## src/rtl/pipe_skid_x4.sv

```systemverilog
// Two-entry registered valid/ready skid stage; q_data, q_valid and i_ready all come straight from flops.
// Optional build macro PIPE_SKID_X4_STALL_CNT_EN adds a saturating 16-bit stall counter output.
module pipe_skid_x4 #(
   parameter int WIDTH = 8
) (
   input  logic             ck,
   input  logic             nrst,
   input  logic [WIDTH-1:0] i_data,
   input  logic             i_valid,
   output logic             i_ready,
   output logic [WIDTH-1:0] q_data,
   output logic             q_valid,
   input  logic             q_ready
`ifdef PIPE_SKID_X4_STALL_CNT_EN
   ,
   output logic [15:0]      stall_cnt
`endif
);

   typedef enum logic [1:0] {
      S_EMPTY = 2'd0,
      S_ONE   = 2'd1,
      S_FULL  = 2'd2
   } state_t;

   state_t           r_state;
   state_t           w_nxt;
   logic [WIDTH-1:0] r_main;
   logic [WIDTH-1:0] r_skid;
   logic             r_qvalid;
   logic             r_iready;
   logic             w_in;
   logic             w_out;
   logic             w_ld_main_in;
   logic             w_ld_main_skid;
   logic             w_ld_skid;

   assign w_in  = i_valid & r_iready;
   assign w_out = r_qvalid & q_ready;

   always_comb begin
      w_nxt          = r_state;
      w_ld_main_in   = 1'b0;
      w_ld_main_skid = 1'b0;
      w_ld_skid      = 1'b0;
      case (r_state)
         S_EMPTY: begin
            if (w_in) begin
               w_nxt        = S_ONE;
               w_ld_main_in = 1'b1;
            end
         end
         S_ONE: begin
            if (w_in && w_out) begin
               w_ld_main_in = 1'b1;
            end else if (w_in) begin
               w_nxt     = S_FULL;
               w_ld_skid = 1'b1;
            end else if (w_out) begin
               w_nxt = S_EMPTY;
            end
         end
         S_FULL: begin
            // i_ready is low here, so only the drain side can move
            if (w_out) begin
               w_nxt          = S_ONE;
               w_ld_main_skid = 1'b1;
            end
         end
         default: w_nxt = S_EMPTY;
      endcase
   end

   // Output flags are registered from the next state so no input reaches them combinationally
   always_ff @(posedge ck) begin
      if (!nrst) begin
         r_state  <= S_EMPTY;
         r_main   <= '0;
         r_skid   <= '0;
         r_qvalid <= 1'b0;
         r_iready <= 1'b1;
      end else begin
         r_state  <= w_nxt;
         r_qvalid <= (w_nxt != S_EMPTY);
         r_iready <= (w_nxt != S_FULL);
         if (w_ld_main_in) begin
            r_main <= i_data;
         end else if (w_ld_main_skid) begin
            r_main <= r_skid;
         end
         if (w_ld_skid) begin
            r_skid <= i_data;
         end
      end
   end

   assign q_data  = r_main;
   assign q_valid = r_qvalid;
   assign i_ready = r_iready;

`ifdef PIPE_SKID_X4_STALL_CNT_EN
   logic [15:0] r_stall_cnt;

   always_ff @(posedge ck) begin
      if (!nrst) begin
         r_stall_cnt <= '0;
      end else if (r_qvalid && !q_ready && (r_stall_cnt != 16'hFFFF)) begin
         r_stall_cnt <= r_stall_cnt + 16'd1;
      end
   end

   assign stall_cnt = r_stall_cnt;
`endif

endmodule

```

## config.mk

```make
export PLATFORM = sky130hd
export DESIGN_NAME = pipe_skid_x4
export DESIGN_NICKNAME = d
export VERILOG_FILES = /design/src/rtl/pipe_skid_x4.sv
export SDC_FILE = /design/constraint.sdc
export NUM_CORES = 1
export LEC_CHECK = 0
export ABC_AREA = 1
export BUFFER_PORTS_ARGS = -buffer_cell sky130_fd_sc_hd__buf_2
export CORE_ASPECT_RATIO = 1.4
export CORE_UTILIZATION = 35
export CTS_CLUSTER_DIAMETER = 100
export DETAILED_ROUTE_END_ITERATION = 8
export GPL_TIMING_DRIVEN = 0
export SLEW_MARGIN = 30
export SYNTH_ARGS = -nofsm -noshare
export SYNTH_HDL_FRONTEND = slang
export SYNTH_SLANG_ARGS = --single-unit
```

## constraint.sdc

```tcl
create_clock -name ck -period 1.3 [get_ports ck]
set_input_delay 0.065 -clock ck [delete_from_list [all_inputs] [get_ports ck]]
set_output_delay 0.065 -clock ck [all_outputs]
set_load 0.02 [all_outputs]
```

==> results_dict.tcl, run 1 <==
set metrics [dict create \
    syn_area_per_cell_um2 7.86 \
    synth-compound-area-share 0.104 \
    async_flop_share 0 \
    rows 21 \
    critPathLaunchType "register" \
    initial_core_util 0.377 \
    vias 856 \
    design.die.area_um2 2820 \
    setup_viol 0 \
    critPathMaxFanout 10 \
    timing.rr.start "r_state[1]" \
    grt_pass1_wl_mm 3.35 \
    cts_buffers 3 \
    grt_usage 0.162 \
    syn-num-nets 128 \
    reg2reg_depth 6 \
    io_pins 22 \
    dr.pass1.iters 4 \
    io_buffers 20 \
    dp_cells 170 \
    area_growth_pct 28.3 \
    outcome "finished, final reports clean" \
    yosysWarnings 0 \
    maxSlewHeadroom 0.809 \
    dieWidth_um 45.1 \
    rsz0062_at_grt "false" \
    gr-total-overflow 0 \
    die_height_um 62.4 \
    syn_area_um2 912 \
    yosys-top-cells-count "22 x nand2_1, 20 x dfxtp_1, 16 x nand3_1, 16 x nor2_1, 10 x a21oi_1" \
    totalWireLength_mm 1.97 \
    vdd_drop_max_v 0.000561 \
    hold_path.class "in -> reg" \
    drc 0 \
    critPathArrivalTime_ns 1.43 \
    synth_edf_count 0 \
    synth_flop_cell "dfxtp_1" \
    insertion_delay_ns 0.31 \
    power_density_nw_per_um2 1250 \
    seq_area_frac_synth 0.439 \
    syn_inst 116 \
    drive_gt1_frac 0.257 \
    place_congestion 0.752 \
    reg2reg_to "q_valid" \
    cp_data_required_time_ns 1.56 \
    grt_pass1_vias 768 \
    slew_violations 0 \
    htreeDepth 1 \
    wl_per_cell_um 10.8 \
    synth_seq_cells 20 \
    synth_top_area_cell "dfxtp_1" \
    ant_nets 0 \
    cts-root-buf "clkbuf_4" \
    fin_tns_setup_ns 0 \
    clk_pin_slew_worst_paths_ns 0.12 \
    yosys.area.top_type_share 0.439 \
    antenna_cells 0 \
    grt_antenna_before_repair 0 \
    core_um2 2420 \
    hold_violations 0 \
    finalNetCount 161 \
    period_share 0.900 \
    cts_sinks 20 \
    drt_iter0_drc 18 \
    fmax_mhz 855 \
    worstSetupPathType "reg -> reg" \
    holdWs_ns 0.0169 \
    yosys.area_share.simple 0.403 \
    fin_crit_ns 1.17 \
    synth.distinct_cells 15 \
    hold_path_startpoint "i_data[6]" \
    whs_endpoint "r_skid[6]" \
    worst_pin_slew_ns 0.286 \
    r2r_slack_ns 0.13 \
    routed_via_density 4.70 \
    synth_area_leaders "dfxtp_1 44%, nand2_1 9.1%, nand3_1 8.8%, nand3b_1 6.6%, nor2_1 6.6%" \
    cts_buffer_depth 2 \
    grt_max_degree 12 \
    synth-xor-area-share 0 \
    fin_cells 182 \
    hold_depth 3 \
    synthAdderAreaFrac 0 \
    endpoint_kind "register" \
    p_leak_nw 0.550 \
    maxCapViolations 0 \
    synth.mux.area_fraction 0 \
    synth_top_family_by_area "simple AND/OR/NAND/NOR gates" \
    cts_tree "built" \
    fin_skew_ns 0.00860 \
    yosysMostFrequentCell "nand2_1" \
]
[report_power, final]
part	internal [mW]	switching, mW
Sequential	0.677	0.0410
Clock	0.171	0.198
Combinational	0.148	0.225
[cells in the final DEF, fill, tap and decap left out]
cell            n
a21oi_1        10
buf_2          20
buf_4           1
buf_6           1
buf_8           1
clkbuf_4        3
clkbuf_8        1
clkinv_1        1
dfxtp_1        19
dfxtp_2         1
dlygate4sd3_1   7
inv_1           2
inv_2           3
nand2_1        22
nand2_4         4
nand3_1        16
nand3_4         1
nand3b_1        8
nor2_1         16
nor2_4          2
o21ai_1         9
[stage by stage]
stage          cell area [um2]  setup WS (ns)  total power [mW]  utilization
6_report                  1170          0.130              1.46        0.484
4_1_cts                   1170         0.0585              1.48        0.483
3_5_place_dp              1050         0.0182              1.08        0.436
3_3_place_gp              1050         0.0469              1.08        0.436
5_1_grt                   1170       0.000337              1.55        0.484
2_1_floorplan              912        0.00259             0.984            -
[per-layer routing]
layer | wire, um | share of wire | GRT usage
met1 | 914 | 0.46 | 0.213
met2 | 928 | 0.47 | 0.243
met3 | 65 | 0.033 | 0.0202
met4 | 57 | 0.029 | 0.102
met5 | 0 | 0 | 0
[what timing repair did]
item                                    in CTS  in global routing
endpoints found under the setup margin       4                 10
buffers inserted                             1                  0
hold buffers                                 7                  0
pin swaps                                    1                  1
hold endpoints to repair                     7                  0
gates resized for setup                      0                  1
[critical path, cell delays in order (launching register included)]
cell and delay (ns):
dfxtp_1 0.44, inv_2 0.07, nor2_4 0.24, nand2_4 0.13, nand2_1 0.09, o21ai_1 0.07
nand2_1 0.07
[flip-flops by register name, indices dropped and copies added (netlist names)]
name and cells:
i_ready 1, q_data 8, q_valid 1, r_skid 8, r_state 2
[logic make-up (layout without fill, tap and decap cells)]
logic type / after synthesis / count (layout)
buffers and inverters: 8 / 40
and+or+nand+nor: 69 / 69
DFF: 20 / 20
AOI/OAI and AO/OA: 19 / 19
[worst max path at each step]
stage               slack, ns  startpoint   endpoint
global placement         0.05     i_ready  q_data[5]
floorplan               0.003     i_ready  q_data[5]
global route           0.0003     i_ready  r_skid[4]
CTS                      0.06  r_state[0]    q_valid
finish                   0.13  r_state[1]    q_valid
detailed placement       0.02     i_ready  r_skid[6]
[layout make-up]
class	count	area (um2)
buffer	2	26.3
clock buffer	4	36.3
fill	266	1250
inverter	6	22.5
multi-input combinational	88	463
sequential	20	402
tap	34	42.5
timing repair buffer	28	178
Note: power is estimated with default switching activity, not from simulation.
==> run 2: changes to the inputs <==
--- a/config.mk
+++ b/config.mk
@@ -8,6 +8,7 @@
 export ABC_AREA = 1
 export BUFFER_PORTS_ARGS = -buffer_cell sky130_fd_sc_hd__buf_2
 export CORE_ASPECT_RATIO = 1.4
+export CORE_MARGIN = 3
 export CORE_UTILIZATION = 35
 export CTS_CLUSTER_DIAMETER = 100
 export DETAILED_ROUTE_END_ITERATION = 8
==> constraint.sdc (replaced) <==
create_clock -name ck -period 1.3 [get_ports ck]
set_input_delay 0.13 -clock ck [delete_from_list [all_inputs] [get_ports ck]]
set_output_delay 0.13 -clock ck [all_outputs]
set_load 0.02 [all_outputs]
==> results_dict.tcl, run 2 (synthesis gave the netlist of run 1 again) <==
set metrics [dict create \
    power_density_nw_per_um2 1240 \
    critical-path-slowest-cell "dfxtp_2" \
    vdd_drop_max_v 0.000676 \
    placed_cell_area_um2 1050 \
    htreeDepth 1 \
    antenna_cells 0 \
    fin_ws_ns 0.108 \
    critPathMaxFanout 10 \
    insertion_delay_ns 0.29 \
    drt_iter0_drc 12 \
    cts_buffer_depth 2 \
    place_congestion 0.727 \
    holdBufCountCts 0 \
    fill_cells 261 \
    maxSlewHeadroom 0.843 \
    fin_tns_setup_ns 0 \
    dp_hpwl_mm 1.52 \
    rsz0062_at_grt "false" \
    fmax_mhz 839 \
    ant_nets 0 \
    outcome "finished, final reports clean" \
    p_leak_nw 0.513 \
    critPathArrivalTime_ns 1.38 \
    period_share 0.917 \
    maxCapViolations 0 \
    gr-total-overflow 0 \
    area_growth_pct 20.6 \
    core_um2 2440 \
    grt_antenna_before_repair 0 \
    setup_viol 0 \
    endpoint_kind "register" \
    hold_violations 0 \
    layout_commonest_cell "nand2_1" \
    cts_sinks 20 \
    drc 0 \
    cp_slowest_stage_delay_ns 0.48 \
    clk_pin_slew_worst_paths_ns 0.11 \
    dieWidth_um 49.1 \
    routed_via_density 4.80 \
    dpl_worst_slack_ns 0.00527 \
    fin_crit_ns 1.19 \
    holdWs_ns 0.0902 \
    stdcell_area_um2 1100 \
    rows 21 \
    initial_core_util 0.373 \
    drive_gt1_frac 0.270 \
    worst_pin_slew_ns 0.234 \
    vias 840 \
    finalNetCount 155 \
    totalWireLength_mm 2.02 \
    grt_pass1_vias 815 \
    worstSetupPathType "reg -> reg" \
    cts_buffers 3 \
    final_cell_mix "22 x nand2_1, 20 x buf_2, 19 x dfxtp_1" \
    design.die.area_um2 3260 \
    io_buffers 20 \
    path_cells "nand2_4 -> nand2_4 -> nand2_1 -> o21ai_1 -> nand2_1" \
    p_total_mw 1.37 \
    wl_per_cell_um 11.5 \
    grt_usage 0.133 \
    slew_violations 0 \
    cts_tree "built" \
    io_pins 22 \
    grt_pass1_wl_mm 3.44 \
    hold_path.class "in -> reg" \
    die_height_um 66.4 \
    cp_data_required_time_ns 1.48 \
    cts-root-buf "clkbuf_4" \
    grt_max_degree 11 \
    critPathLaunchType "register" \
    dr.pass1.iters 4 \
    fin_skew_ns 0.00417 \
]
==> run 2: cell type report <==
type,instances,area (um2),area share
plain buffers,2,26.3,0.0239
clock buffers,3,22.5,0.0205
inverters,6,25.0,0.0228
multi-input cells,89,474,0.431
flip-flops and latches,20,402,0.365
well taps,34,42.5,0.0387
repair buffers,21,108,0.0978
==> run 2: repair_timing <==
| action | CTS | global route |
|---|---|---|
| setup endpoints to repair | 2 | 14 |
| resized for setup | 0 | 3 |
| cloned | 0 | 1 |
| setup buffers | 1 | 0 |
| hold endpoints to repair | 0 | 0 |
| pin swaps | 1 | 1 |
==> run 2: path summary, 6_finish.rpt <==
path | endpoint | slack (ns) | startpoint | cells after the start
max | q_valid | 0.11 | r_state[0] | 5
min | r_skid[3] | 0.09 | i_data[3] | 3
max reg2reg | q_valid | 0.11 | r_state[0] | 5
min reg2reg | q_data[5] | 0.48 | q_data[5] | 2
==> run 2: through the flow <==
stage,util,std cells
6_report,0.450,175
5_1_grt,0.450,175
4_1_cts,0.444,174
3_5_place_dp,0.432,170
3_3_place_gp,0.432,170
2_1_floorplan,-,116
==> run 2: worst max-delay path, delay by kind of cell (launching register included) <==
| family | cells | cell delay [ns] |
|---|---|---|
| flops | 1 | 0.48 |
| simple gates | 4 | 0.41 |
| compound gates | 1 | 0.19 |
==> run 2: power breakdown <==
part | internal (mW) | total, mW | switching (mW)
clock network | 0.108 | 0.282 | 0.174
registers | 0.677 | 0.720 | 0.0431
logic | 0.138 | 0.366 | 0.228
total | 0.922 | 1.37 | 0.445
==> run 2: layer usage <==
metal  wire length [um]  GRT usage  vias to the layer above  share of wire
li1                   -          -                      442              -
met1                918      0.166                      381           0.46
met2               1010      0.221                       15           0.50
met3                 67     0.0203                        2          0.033
met4                 16     0.0641                        0         0.0079
met5                  0          0                        -              0
